<file path="config.mk">
export PLATFORM = sky130hd
export DESIGN_NAME = seg_scan_driver
export DESIGN_NICKNAME = d
export VERILOG_FILES = /design/src/rtl/seg_pkg.sv /design/src/rtl/seg_hex_font.sv /design/src/rtl/seg_scan_driver.sv
export SDC_FILE = /design/constraint.sdc
export NUM_CORES = 1
export LEC_CHECK = 0
export ABC_AREA = 1
export BUFFER_PORTS_ARGS = -buffer_cell sky130_fd_sc_hd__buf_2
export CORE_UTILIZATION = 45
export CTS_CLUSTER_SIZE = 12
export DETAILED_ROUTE_END_ITERATION = 7
export MAX_ROUTING_LAYER = met4
export PLACE_DENSITY_LB_ADDON = 0.1
export SLEW_MARGIN = 15
export SYNTH_ARGS = -nofsm -noshare
export SYNTH_HDL_FRONTEND = slang
export SYNTH_HIERARCHICAL = 1
export SYNTH_SLANG_ARGS = --single-unit
</file>
<file path="constraint.sdc">
create_clock -name clk -period 2.77 [get_ports clk]
set_input_delay 0.1385 -clock clk [delete_from_list [all_inputs] [get_ports clk]]
set_output_delay 0.1385 -clock clk [all_outputs]
set_load 0.005 [all_outputs]
</file>
<file path="src/rtl/seg_pkg.sv">
// Shared 7-segment definitions: active-low {a..g,dp} font, blank code and digit-index width helper.
package seg_pkg;

  typedef logic [7:0] seg_t;

  localparam seg_t SEG_BLANK = 8'hFF;

  // Segment order {a,b,c,d,e,f,g,dp}, 0 = lit; dp bit left dark (1) in every entry.
  localparam seg_t SEG_FONT [16] = '{
    8'h03, 8'h9F, 8'h25, 8'h0D, 8'h99, 8'h49, 8'h41, 8'h1F,
    8'h01, 8'h09, 8'h11, 8'hC1, 8'h63, 8'h85, 8'h61, 8'h71
  };

  function automatic int seg_digit_w(input int digits);
    return (digits < 2) ? 1 : $clog2(digits);
  endfunction

endpackage

</file>
<file path="src/rtl/seg_hex_font.sv">
// Hex nibble to active-low segment pattern; blank darkens a..g but keeps the decimal point.
// Purely combinational, no flow control.
module seg_hex_font
  import seg_pkg::*;
(
  input  logic [3:0] nibble,
  input  logic       dp,
  input  logic       blank,
  output seg_t       seg
);

  always_comb begin
    seg    = blank ? SEG_BLANK : SEG_FONT[nibble];
    seg[0] = ~dp;
  end

endmodule

</file>
<file path="src/rtl/seg_scan_driver.sv">
// Multiplexed common-anode 7-segment scanner with frame-synchronous update and blink.
// Outputs registered, 1 cycle after digit_idx; no backpressure, load is a fire-and-forget strobe.
// Optional `SEG_LZB_EN enables leading-zero blanking.
module seg_scan_driver
  import seg_pkg::*;
#(
  parameter int DIGITS       = 4,
  parameter int SCAN_DIV     = 1000,
  parameter int BLINK_FRAMES = 64
) (
  input  logic                  clk,
  input  logic                  rst,
  input  logic                  en,
  input  logic                  load,
  input  logic [4*DIGITS-1:0]   num,
  input  logic [DIGITS-1:0]     dp_mask,
  input  logic [DIGITS-1:0]     blink_mask,
  output seg_t                  seg,
  output logic [DIGITS-1:0]     an,
  output logic                  frame_done
);

  localparam int IW = seg_digit_w(DIGITS);
  localparam int PW = $clog2(SCAN_DIV);
  localparam int BW = (BLINK_FRAMES > 1) ? $clog2(BLINK_FRAMES) : 1;

  localparam logic [IW-1:0] LAST_DIGIT = IW'(DIGITS - 1);
  localparam logic [PW-1:0] PRESC_TC   = PW'(SCAN_DIV - 1);
  localparam logic [BW-1:0] BLINK_TC   = BW'(BLINK_FRAMES - 1);

  logic [PW-1:0]            presc;
  logic [IW-1:0]            digit_idx;
  logic [BW-1:0]            blink_cnt;
  logic                     blink_ph;
  logic                     pending;
  logic [DIGITS-1:0][3:0]   num_sh, num_act;
  logic [DIGITS-1:0]        dp_sh, dp_act;
  logic [DIGITS-1:0]        bl_sh, bl_act;
  logic [DIGITS-1:0]        lzb_mask;

  logic tc, wrap;
  seg_t font_seg, glyph;

  assign tc         = (presc == PRESC_TC);
  assign wrap       = tc && (digit_idx == LAST_DIGIT);
  assign frame_done = wrap;

`ifdef SEG_LZB_EN
  // Digit i is blanked when it and every digit above it are zero; digit 0 never is.
  always_comb begin
    logic zero_above;
    zero_above = 1'b1;
    lzb_mask   = '0;
    for (int i = DIGITS - 1; i >= 1; i--) begin
      zero_above  = zero_above && (num_act[i] == 4'd0);
      lzb_mask[i] = zero_above;
    end
  end
`else
  assign lzb_mask = '0;
`endif

  seg_hex_font u_font (
    .nibble (num_act[digit_idx]),
    .dp     (dp_act[digit_idx]),
    .blank  (lzb_mask[digit_idx]),
    .seg    (font_seg)
  );

  assign glyph = (blink_ph && bl_act[digit_idx]) ? SEG_BLANK : font_seg;

  always_ff @(posedge clk) begin
    if (rst) begin
      presc     <= '0;
      digit_idx <= '0;
      blink_cnt <= '0;
      blink_ph  <= 1'b0;
      pending   <= 1'b0;
      num_sh    <= '0;
      num_act   <= '0;
      dp_sh     <= '0;
      dp_act    <= '0;
      bl_sh     <= '0;
      bl_act    <= '0;
      seg       <= SEG_BLANK;
      an        <= '1;
    end else begin
      presc <= tc ? '0 : presc + 1'b1;
      if (tc)
        digit_idx <= (digit_idx == LAST_DIGIT) ? '0 : digit_idx + 1'b1;

      if (wrap) begin
        if (blink_cnt == BLINK_TC) begin
          blink_cnt <= '0;
          blink_ph  <= ~blink_ph;
        end else begin
          blink_cnt <= blink_cnt + 1'b1;
        end
      end

      // A load landing on the wrap bypasses the shadow so it is not held back a whole frame.
      if (load) begin
        num_sh <= num;
        dp_sh  <= dp_mask;
        bl_sh  <= blink_mask;
      end
      if (wrap) begin
        pending <= 1'b0;
        if (load) begin
          num_act <= num;
          dp_act  <= dp_mask;
          bl_act  <= blink_mask;
        end else if (pending) begin
          num_act <= num_sh;
          dp_act  <= dp_sh;
          bl_act  <= bl_sh;
        end
      end else if (load) begin
        pending <= 1'b1;
      end

      // The slot right after a digit change is dark so the previous glyph cannot ghost.
      if (!en || tc) begin
        seg <= SEG_BLANK;
        an  <= '1;
      end else begin
        seg <= glyph;
        an  <= ~(DIGITS'(1) << digit_idx);
      end
    end
  end

endmodule
</file>
## Word level (Yosys, flattened, before mapping)

Memories as Yosys holds them, arrays and structs flattened. A register that Yosys moved wholly into a read port is not among the register bits.
Index checks and enable logic that the tools add are counted.

- Add/subtract/negate cells: 3
- Magnitude comparators: 1
- Equality and inequality tests: 3
- Shift operators: 1
- Muxes and demuxes: 16
- Bitwise operators: 4
- Reduce and logical (&&, ||, !) cells: 12

Operator list:

| kind | number |
|---|---|
| two-way mux 16 bit | 2 |
| two-way mux 4 bit | 5 |
| adder 10 x 1 -> 10 bit, second input constant | 1 |
| == test 10 bit, second input constant | 1 |
| binary-select mux 4 bit (select 2 bit) | 1 |
| adder 6 x 1 -> 6 bit, second input constant | 1 |
| binary-select mux 1 bit (select 2 bit) | 3 |
| == test 6 bit, second input constant | 1 |
| two-way mux 6 bit | 1 |
| OR reduction 2 bit | 3 |
| NOT 4 -> 5 bit | 1 |
| NOT 4 bit | 1 |
| AND reduction 2 bit | 2 |
| OR reduction 4 bit | 1 |
| left shift 1 x 2 -> 4 bit, first input constant | 1 |
| < comparator 2 x 3 -> 1 bit, second input constant | 1 |
| two-way mux 1 bit | 3 |
| OR reduction 3 bit | 1 |
| adder 2 x 1 -> 2 bit, second input constant | 1 |
| == test 2 bit, second input constant | 1 |
| logical AND 1 bit | 2 |
| two-way mux 2 bit | 1 |
| NOT 1 bit | 2 |
| nonzero test 2 bit | 1 |
| 2 further kinds | 2 |

- Register bits after elaboration: 73
- Memory bits (read-only): 128
- Input bits: 28
- Memories kept: 1

Memory list:

| name | depth | bits a word | read ports | clocked after memory_dff | wr ports | RTL line | text |
|---|---|---|---|---|---|---|---|
| (name not given) | 16 | 8 | 1 | 1 | 0 | seg_hex_font.sv:13 | `seg = blank ? SEG_BLANK : SEG_FONT[nibble];` |

## Logic depth before layout (Yosys ltp)

Gate-level depths: netlist (run 1).

- Depth in word-level cells: 4
- Gate-level depth with buffers: 12

## Hierarchy

The synthesis (run 1) kept the hierarchy.

Modules (own cells, without submodules):

| module | instances | cells an instance | area each (um2) | seq. area each (um2) |
|---|---|---|---|---|
| seg_scan_driver | 1 | 410 | 3318.2 | 1601.5 |
| seg_hex_font | 1 | 52 | 296.5 | 0.0 |

## Least setup slack after synthesis (run 1)

Ideal clock, no wire load.

- Path kind: reg-to-reg
- Start point: register digit_idx[0]
- End point: register seg[4]
- Setup time: 136 ps
- Arrival: 1857 ps
- Data required time: 2634 ps
- Setup slack: 777 ps
- Cell stages (with the launch flop): 11
- Path buffers: 1
- Clock period less this slack: 1993 ps
- Cell sequence: dfxtp_1 > clkbuf_1 > o21ai_0 > o22ai_1 > inv_1 > ha_1 > nand2_1 > nand3_1 > nand3_1 > inv_1 > nand2_1

- Longest elaborated chain between the ends: 4
- Elaborated cells on any way between the ends: 9
- Those cells by class: 6 x mux; 1 x bitwise; 2 x reduce/logical

Ends and longest elaborated chain:

| element | RTL line | text |
|---|---|---|
| from (decl) | seg_scan_driver.sv:32 | `logic [IW-1:0] digit_idx;` |
| from (signal assigned) | seg_scan_driver.sv:90 | `digit_idx <= (digit_idx == LAST_DIGIT) ? '0 : digit_idx + 1'b1;` |
| binary-select mux 1 bit (select 2 bit) | seg_scan_driver.sv:70 | `assign glyph = (blink_ph && bl_act[digit_idx]) ? SEG_BLANK : font_seg;` |
| two-way mux 1 bit (implied by the code) | seg_scan_driver.sv:70 |  |
| logical AND 1 bit | seg_scan_driver.sv:70 |  |
| OR reduction 4 bit (no line) | - |  |
| to (decl) | seg_scan_driver.sv:18 | `output seg_t seg,` |

Parallel ways exist; a longest one is shown, timed or not. The select of a mux whose other input is x is not followed.
A chain may end at the register's enable or synchronous reset.

## Worst setup path after layout (run 1)

Ends and elaborated chain as after synthesis.

==> metrics.md, run 1 <==
| Metric | Value |
|---|---|
| Die W | `91.6 µm` |
| Slew headroom | `41.2%` |
| Htree depth | `3` |
| DRT antenna net count | `0` |
| Clk root buf | `clkbuf_8` |
| YS warnings | `6` |
| Via-per-instance ratio | `4.70` |
| Largest net degree at the start of global routing | `32` |
| Crit Path Max Fanout | `16` |
| Fin crit share | `86.8%` |
| Filler cells | `813` |
| Ant. Diodes | `0` |
| Vias in the first global route | `2,657` |
| RSZ-0062 raised after global routing | `no` |
| Total CTS buffers | `9` |
| Die Y | `91.6 µm` |
| Mapped Nets | `503` |
| Crit path launch type | `flip-flop` |
| Worst r2r path cells | `10` |
| Post-layout instance count excluding filler cells | `604` |
| Crit-path slowest cell | `o22ai_1` |
| Vias | `2,837` |
| Worst EP required | `2990 ps` |
| Kind of critical path | `flip-flop to flip-flop` |
| Cell Rows | `32` |
| Worst path bufs/invs | `3` |
| CTS tree | `done` |
| Hold depth | `3` |
| Final Setup Violations | `0` |
| Total wire length | `6830 µm` |
| Post-CTS sizing | `0` |
| Max-Cap Viols | `0` |
| Worst hold path startpoint | `num[14]` |
| Clk pin slew, worst setup/hold paths | `90 ps` |
| Final HPWL DP | `4990 µm` |
| Fin crit period | `2400 ps` |
| Global-route wire length before repair | `12,000 µm` |
| Most frequent cells in the layout | `nor2_1 (104), dfxtp_1 (80), nand2_1 (70), nand3_1 (51), buf_2 (40)` |
| RR Startpoint | `digit_idx[0]` |
| Initial antenna violation count | `0` |
| Overall Power | `2.18 mW` |
| Hold_buf cts | `0` |
| FF-to-FF End | `seg[4]` |
| Max clock buf depth | `2` |
| Leak | `1.76 nW` |
| Initial core utilization | `46.5%` |
| Pwr/cell area | `541 nW/µm²` |
| Worst-Skew Late Latency | `350 ps` |
| Post-Syn Instances | `462` |
| Avg Inst Size Synth | `7.82 µm²` |
| DRC | `0` |
| Final Max Tran Viols | `0` |
| Hold Vio Cnt, Final | `0` |
| Placed cell count | `588` |
| Clock Skews | `8.70 ps` |
| Hold worst-path end | `num_sh[14]` |
| Die ar. | `8400 µm²` |
| Synth cell types | `33` |
| Arr. time, crit path | `2620 ps` |
| GP Congestion | `0.783` |
| First DRT Iteration DRCs | `104` |
| Yosys reg bits | `80` |
| Post-Syn Area | `3610 µm²` |
| Sum Neg Setup Slack | `0 ps` |
| Peak Freq | `416 MHz` |
| 1st-pass router iterations | `4` |
| Critical Path End Type | `flip-flop` |
| Final nets | `538` |
| Core Footprint | `7770 µm²` |
| Area Growth Syn to Fin | `11.6%` |
| Status | `completed` |
| Top cell family by delay on the critical path | `compound AO/OA/AOI/OAI gates` |
| Post-CTS Setup Bufs | `0` |
| Number of port buffers | `40` |
| Clock sink total | `80` |
| Crit-path max cell delay | `680 ps` |
| Gr usage total | `18.3%` |
| Wire length per cell | `11.3 µm` |
| Worst Tran Pin Value | `882 ps` |
| Total congestion overflow | `0` |
| Ratio of cells with drive above 1 in the final layout | `14.7%` |
| Sequential area share after synthesis | `44.3%` |
| R2r setup slk | `370 ps` |
| Most frequent CP cell | `nand2_1` |
| Worst VDD drop | `0.000273 V` |
| Commonest non-fill, non-tap cell in the layout | `nor2_1` |
| IO Pins | `41` |
| Worst Hold Class | `input port to flip-flop` |
| Crit path cell chain | `inv_1 > o21ai_0 > o22ai_1 > inv_1 > nand2_1 > nand2_1 > nand2_1 > nand3_1 > inv_1 > nand2_1` |
[routing by layer]
layer / global-route usage, % / wire (µm)
met1: 24.3 / 3670
met2: 27.8 / 2860
met3: 3.07 / 197
met4: 7.54 / 110
met5: - / 0
[through the flow]
step	setup WS [ps]	hold slack, ps	cell area [µm²]	utilization (%)
global placement	464	406	3840	49.4
floorplan	777	306	3610	-
global route	13.5	55.6	4030	51.9
CTS	400	37.2	4030	51.9
detailed placement	412	412	3840	49.4
finish	367	43.7	4030	51.9
[power breakdown]
| group | internal, mW | switching (mW) | total (mW) |
|---|---|---|---|
| sequential | 1.18 | 0.0101 | 1.19 |
| combinational | 0.0532 | 0.0763 | 0.130 |
| clock | 0.420 | 0.445 | 0.864 |
[worst reg2reg max path: cells and delay by family (launching register included)]
kind | cells | cell delay [ps]
AO/OA/AOI/OAI | 2 | 810
flip-flops | 1 | 460
buffers and inverters | 3 | 680
AND/OR/NAND/NOR | 5 | 320
[cells by family (layout without fill, tap and decap cells)]
family,count (synthesis),after routing,share of synthesized area (%)
XOR/XNOR,3,3,0.727
AO/OA/AOI/OAI,40,40,6.13
AND/OR/NAND/NOR,244,244,30.0
flip-flops,80,80,44.3
adder cells (fa/ha/maj),13,13,4.50
buffers and inverters,57,97,7.62
multiplexers,24,24,6.65
other,1,1,0.104
[cell type report]
class	count	area [µm²]	area share [%]
clock buffer	10	128	3.16
clock inverter	6	68.8	1.71
inverter	37	139	3.44
multi-input combinational	325	1740	43.1
sequential	80	1600	39.7
tap	102	128	3.16
timing repair buffer	44	230	5.71
[cell usage after synthesis]
cell      count  area (µm²)
buf_6         7        78.8
nor2_4        3        33.8
nand2_2       1        6.26
nand3_1      51         255
xor2_1        2        17.5
clkbuf_1      8        30.0
nor3_1        2        10.0
buf_4         1        7.51
a21oi_2       3        26.3
inv_2         2        7.51
nand3b_1      1        7.51
clkinv_1      2        7.51
o22ai_1       5        31.3
nor2_1      104         390
o21ai_1       1        5.00
ha_1         13         163
a21oi_1       8        40.0
nand2_1      70         263
o21ai_0      22         110
inv_1        33         124
nand3_4       1        17.5
nor3b_1       2        15.0
or2_2         1        6.26
conb_1        1        3.75
nand4_4       1        21.3
buf_2         4        20.0
dfxtp_1      80        1600
nand4_1       5        31.3
nor2_2        1        6.26
mux2i_1      24         240
xnor2_1       1        8.76
o21ai_2       1        8.76
nor2_8        1        20.0
[registers in the layout, summed over array words and instances, names as in the netlist]
register   flops
blink_ph       1
bl_act         4
dp_act         4
an             4
dp_sh          4
bl_sh          4
num_sh        16
seg            8
presc         10
blink_cnt      6
num_act       16
pending        1
digit_idx      2
[worst max path at each step]
| stage | slack (ps) | cells past startpoint | startpoint | end |
|---|---|---|---|---|
| 4_1_cts | 400 | 10 | digit_idx[0] | seg[4] |
| 6_report | 370 | 10 | digit_idx[0] | seg[4] |
| 3_3_place_gp | 460 | 10 | digit_idx[0] | seg[4] |
| 5_1_grt | 10 | 10 | digit_idx[0] | seg[4] |
| 3_5_place_dp | 410 | 10 | digit_idx[0] | seg[4] |
| 2_1_floorplan | 780 | 10 | digit_idx[0] | seg[4] |
(Power assumes the default switching activity.)
==> run 2, diff against run 1 <==
ABC_AREA = not set   (was 1)
==> run 2 against run 1 <==
  * Sequential share of layout area is 1.0 points higher
  * Routed wire length is 2.7% lower
  * Fmax is 6.6% higher
  * Hold slack worse by 5.7 ps
  * Critical path type unchanged
==> metrics.md, run 2 <==
| Metric | Value |
|---|---|
| Status | `completed` |
| Gr usage total | `19.3%` |
| Clock Skews | `7.81 ps` |
| Most frequent cells after synthesis | `dfxtp_1 (80), nand3_1 (57), nor2_1 (42)` |
| Worst-Skew Late Latency | `330 ps` |
| Vias in the first global route | `2,311` |
| Hold_buf cts | `0` |
| Crit. Startpoint | `digit_idx[0]` |
| Total wire length | `6650 µm` |
| Commonest non-fill, non-tap cell in the layout | `dfxtp_1` |
| Initial antenna violation count | `0` |
| DRT antenna net count | `0` |
| Sum Neg Setup Slack | `0 ps` |
| Hold Vio Cnt, Final | `0` |
| Via-per-instance ratio | `5.00` |
| Top cell type's share of synthesized area | `46.5%` |
| YS warnings | `6` |
| Clock sink total | `80` |
| Leading registers by flop count | `num_act x16, num_sh x16, presc x10` |
| Cell Rows | `31` |
| Yosys reg bits | `80` |
| Worst EP required | `2980 ps` |
| Ant. Diodes | `0` |
| Sequential area share after synthesis | `46.5%` |
| Ratio of cells with drive above 1 in the final layout | `18.4%` |
| Die ar. | `8010 µm²` |
| Die W | `89.5 µm` |
| Fin crit share | `81.4%` |
| Ys async rst share | `0%` |
| Most frequent cells in the layout | `dfxtp_1 (80), nand3_1 (57), nor2_1 (42), buf_2 (40), nand2_1 (31)` |
| Arr. time, crit path | `2460 ps` |
| Synth cell types | `44` |
| Largest net degree at the start of global routing | `35` |
| Leak | `1.68 nW` |
| Max clock buf depth | `2` |
| Worst Hold Class | `input port to flip-flop` |
| First DRT Iteration DRCs | `97` |
| Global-route wire length before repair | `11,400 µm` |
| CTS tree | `done` |
| Final Setup Violations | `0` |
| Crit-path slowest cell | `mux4_2` |
| Max-Cap Viols | `0` |
| 1st-pass router iterations | `5` |
| Total congestion overflow | `0` |
| Clk pin slew, worst setup/hold paths | `80 ps` |
| Area contributors post-synth | `dfxtp_1 (46%), mux2i_1 (8.7%), nand3_1 (8.3%), ha_1 (4.7%), nor2_1 (4.6%)` |
| Critical Path End Type | `flip-flop` |
| Post-layout instance count excluding filler cells | `511` |
| Vias | `2,555` |
| FF-to-FF End | `seg[6]` |
| Crit path cell chain | `mux4_2 > inv_1 > ha_1 > or2_1 > a311o_1 > nand3b_1` |
| Crit-path max cell delay | `600 ps` |
| Placed cell count | `495` |
| Most frequent cell after synthesis | `dfxtp_1` |
| Kind of critical path | `flip-flop to flip-flop` |
| R2r setup slk | `520 ps` |
| Post-Syn Instances | `365` |
| Wire length per cell | `13.0 µm` |
| Die Y | `89.5 µm` |
| Final HPWL DP | `4660 µm` |
| Clk root buf | `clkbuf_8` |
| Post-Syn Area | `3440 µm²` |
| Final nets | `448` |
| Area Growth Syn to Fin | `14.2%` |
| EDFF count, synth | `0` |
| Slew headroom | `49.4%` |
| DRC | `0` |
| Core Footprint | `7330 µm²` |
| Post-CTS Setup Bufs | `0` |
| Worst VDD drop | `0.000321 V` |
| Total CTS buffers | `9` |
| CP endpoint | `seg[6]` |
| IO Pins | `41` |
| Initial core utilization | `47.0%` |
| Worst r2r path cells | `6` |
| Final Max Tran Viols | `0` |
| Crit Path Max Fanout | `7` |
| Synth area leader | `dfxtp_1` |
| GP Congestion | `0.807` |
| Number of port buffers | `40` |
| Worst Tran Pin Value | `759 ps` |
| Crit path launch type | `flip-flop` |
| Peak Freq | `444 MHz` |
| RR Startpoint | `digit_idx[0]` |
| RSZ-0062 raised after global routing | `no` |
| Htree depth | `3` |
| Post-CTS sizing | `0` |
| Fin crit period | `2250 ps` |
| Pwr/cell area | `566 nW/µm²` |
| Post-synth top flop | `dfxtp_1` |
| Avg Inst Size Synth | `9.44 µm²` |
[run 2: changes by cell type in the layout (fill, tap and decap cells not counted), sizes merged, moves of 5 or more]
cell    before  now
nor2       109   42
o22ai        5    0
and3         0    5
o21ai       24    7
mux4         0    6
conb         1    6
nand3       52   58
or3          0    5
nand3b       1    9
inv         36   12
mux2i       24   30
nand2       71   31
[run 2: cells by family (layout without fill, tap and decap cells)]
group	after synthesis	after routing	synth area share, %
mux	38	38	13.3
flops	80	80	46.5
xor+xnor	7	7	1.78
compound gates	25	25	4.83
fa+ha+maj	13	13	4.72
other cells	1	6	0.109
buf+inv	34	76	5.01
simple gates	167	167	23.8
[run 2: how the worst min path moves through the flow]
stage,end,cells after the start,from,slack [ps]
6_report,presc[2],2,rst,40
5_1_grt,blink_cnt[4],2,rst,40
4_1_cts,presc[2],2,rst,20
3_5_place_dp,presc[4],2,rst,390
3_3_place_gp,blink_cnt[4],2,rst,380
2_1_floorplan,seg[6],1,en,220
[run 2: layer usage]
metal,global-route usage [%],routed length (µm),vias up
li1,-,-,1340
met1,25.8,3440,1166
met2,28.9,2930,42
met3,3.69,214,7
met4,6.93,63,0
met5,-,0,-
[run 2: critical path: cells and delay by family, from the launching register on]
kind                     cells  cell delay (ps)
AO/OA/AOI/OAI                1              350
adder cells (fa/ha/maj)      1              240
buffers and inverters        1              160
flip-flops                   1              390
multiplexers                 1              600
AND/OR/NAND/NOR              2              390
[run 2: per-stage QoR]
stage / total power [mW] / util [%] / hold WS (ps) / cell area [µm²] / setup slack (ps)
2_1_floorplan: 1.29 / - / 225 / 3460 / 417
3_3_place_gp: 1.33 / 50.7 / 384 / 3720 / 557
3_5_place_dp: 1.33 / 50.7 / 392 / 3720 / 498
4_1_cts: 2.26 / 53.7 / 22.9 / 3930 / 496
5_1_grt: 2.33 / 53.7 / 39.7 / 3930 / 374
6_report: 2.22 / 53.7 / 38.1 / 3930 / 516
[run 2: final cells by class]
type	count	area, µm²
timing repair buffer	48	260
inverter	12	45.0
clock buffer	13	149
tap	99	124
multi-input combinational	256	1690
clock inverter	3	65.1
fill	689	3400
sequential	80	1600
[run 2: where the power goes]
group / internal, mW / switching, mW / leakage, nW / total (mW)
logic: 0.0488 / 0.0616 / 0.920 / 0.110
registers: 1.18 / 0.0102 / 0.652 / 1.19
clock network: 0.533 / 0.393 / 0.108 / 0.926
total: 1.76 / 0.465 / 1.68 / 2.22
==> run 3, diff against run 2 <==
clock period = 2.3 ns   (was 2.77 ns; I/O delays follow)
==> run 3 against run 2 <==
  * Sequential cell count unchanged
  * Clock power increased by 44%
  * Hold slack improved by 13 ps
  * Via count increased by 1.1%
  * Clock skew increased by 2.4 ps
  * Worst setup slack got worse by 370 ps
  * Design area increased by 2.2%
  * Critical endpoint unchanged
  * Sequential share of layout area decreased by 0.83 points
  * Count of clock-buffer cells in the layout decreased by 2
  * Fmax increased by 4.6%
==> metrics.md, run 3 (synthesis results as in run 2) <==
| Metric | Value |
|---|---|
| Status | `completed` |
| Ant. Diodes | `0` |
| Largest net degree at the start of global routing | `25` |
| Hold_buf cts | `0` |
| Fin crit period | `2150 ps` |
| Crit. Startpoint | `digit_idx[0]` |
| Post-Place Worst Slack | `123 ps` |
| Initial core utilization | `47.0%` |
| Worst Hold Class | `input port to flip-flop` |
| Cell Rows | `31` |
| Worst hold slack | `50.7 ps` |
| Core Footprint | `7330 µm²` |
| Initial antenna violation count | `0` |
| Number of port buffers | `40` |
| CTS tree | `done` |
| Max clock buf depth | `2` |
| Worst EP required | `2520 ps` |
| Kind of critical path | `flip-flop to flip-flop` |
| Wire length per cell | `12.9 µm` |
| Die Y | `89.5 µm` |
| Gr usage total | `19.4%` |
| Worst-Skew Late Latency | `350 ps` |
| Arr. time, crit path | `2370 ps` |
| Vias in the first global route | `2,398` |
| GR Layer Usage met2 | `28.6%` |
| Crit path launch type | `flip-flop` |
| Met1 Use GR | `25.8%` |
| Clk root buf | `clkbuf_8` |
| Top Usage Layer GRT | `met2` |
| Worst VDD drop | `0.000411 V` |
| Worst r2r path cells | `6` |
| Clk pin slew, worst setup/hold paths | `80 ps` |
| Clock sink total | `80` |
| Final Max Tran Viols | `0` |
| Final Setup Violations | `0` |
| Crit-path slowest cell | `mux4_2` |
| Critical Path End Type | `flip-flop` |
| Fin crit share | `93.7%` |
| Total congestion overflow | `0` |
| Global-route wire length before repair | `11,300 µm` |
| Total CTS buffers | `9` |
| Crit-path max cell delay | `590 ps` |
| Area Growth Syn to Fin | `16.7%` |
| Most frequent cells in the layout | `dfxtp_1 (79), nand3_1 (57), nor2_1 (42), buf_2 (40), nand2_1 (31)` |
| Pwr/cell area | `721 nW/µm²` |
| Final worst slack | `145 ps` |
| R2r setup slk | `150 ps` |
| Hold Vio Cnt, Final | `0` |
| DRC | `0` |
| Total wire length | `6680 µm` |
| Ratio of cells with drive above 1 in the final layout | `19.9%` |
| Peak Freq | `464 MHz` |
| Final nets | `453` |
| RSZ-0062 raised after global routing | `no` |
| FF-to-FF End | `seg[6]` |
| 1st-pass router iterations | `6` |
| Via-per-instance ratio | `5.01` |
| RR Startpoint | `digit_idx[0]` |
| Commonest non-fill, non-tap cell in the layout | `dfxtp_1` |
| Post-layout util | `54.8%` |
| CP endpoint | `seg[6]` |
| Vias | `2,584` |
| GP Congestion | `0.791` |
| IO Pins | `41` |
| Crit path cell chain | `mux4_2 > inv_1 > ha_1 > or2_1 > a311o_1 > nand3b_1` |
| Die ar. | `8010 µm²` |
| Final HPWL DP | `4760 µm` |
| Crit Path Max Fanout | `7` |
| Die W | `89.5 µm` |
| DRT antenna net count | `0` |
| M3 GR Usage | `3.32%` |
| Overall Power | `2.90 mW` |
| Sum Neg Setup Slack | `0 ps` |
| Clock Skews | `10.2 ps` |
| Htree depth | `3` |
| Leading registers by flop count | `num_act x16, num_sh x16, presc x10` |
| Max-Cap Viols | `0` |
| Leak | `1.73 nW` |
| First DRT Iteration DRCs | `139` |
==> run 3: changes by cell type in the layout (fill, tap and decap cells not counted), sizes merged <==
cell / previous run / this run
bufinv: 2 / 4
buf: 48 / 53
clkbuf: 13 / 11
==> run 3: layout make-up <==
cell class | count | area, µm²
Timing Repair Buffer | 53 | 298
Multi-Input combinational cell | 256 | 1690
Sequential cell | 80 | 1600
Clock buffer | 11 | 131
Tap cell | 99 | 124
Inverter | 12 | 45.0
Fill cell | 696 | 3310
Clock inverter | 5 | 129
==> run 3: layer usage <==
metal / routed length, µm / part of all wire (%) / up-vias
met1: 3340 / 50 / 1170
met4: 111 / 1.7 / 0
met5: 0 / 0 / -
met2: 3020 / 45 / 48
met3: 197 / 3.0 / 10
li1: - / - / 1356
==> run 3: critical path: cells and delay by family (launching register included) <==
kind | cells | cell delay (ps)
multiplexers | 1 | 590
adder cells (fa/ha/maj) | 1 | 220
buffers and inverters | 1 | 110
AO/OA/AOI/OAI | 1 | 350
flip-flops | 1 | 360
AND/OR/NAND/NOR | 2 | 400
==> run 3: power breakdown <==
group          total [mW]  switching (mW)  internal [mW]
Sequential           1.43          0.0122           1.42
Clock                1.33           0.498          0.834
Combinational       0.135          0.0746         0.0601
==> run 3: worst min path at each step <==
stage / startpoint / to / slack [ps] / cells after the start
global route: num[11] / num_sh[11] / 70 / 3
floorplan: en / seg[6] / 200 / 1
finish: blink_mask[2] / bl_sh[2] / 50 / 3
detailed placement: blink_mask[2] / bl_sh[2] / 410 / 3
global placement: num[4] / num_sh[4] / 410 / 3
CTS: num[9] / num_sh[9] / 50 / 3
==> run 3: per-stage QoR <==
stage          instance area, µm²  instances
6_report                     4020        516
5_1_grt                      4020        516
3_3_place_gp                 3760        500
3_5_place_dp                 3760        500
4_1_cts                      4020        516
2_1_floorplan                3470        370
==> run 3: what timing repair did <==
action	CTS	global route
setup buffers	0	0
resized for setup	0	1
setup endpoints to repair	0	1
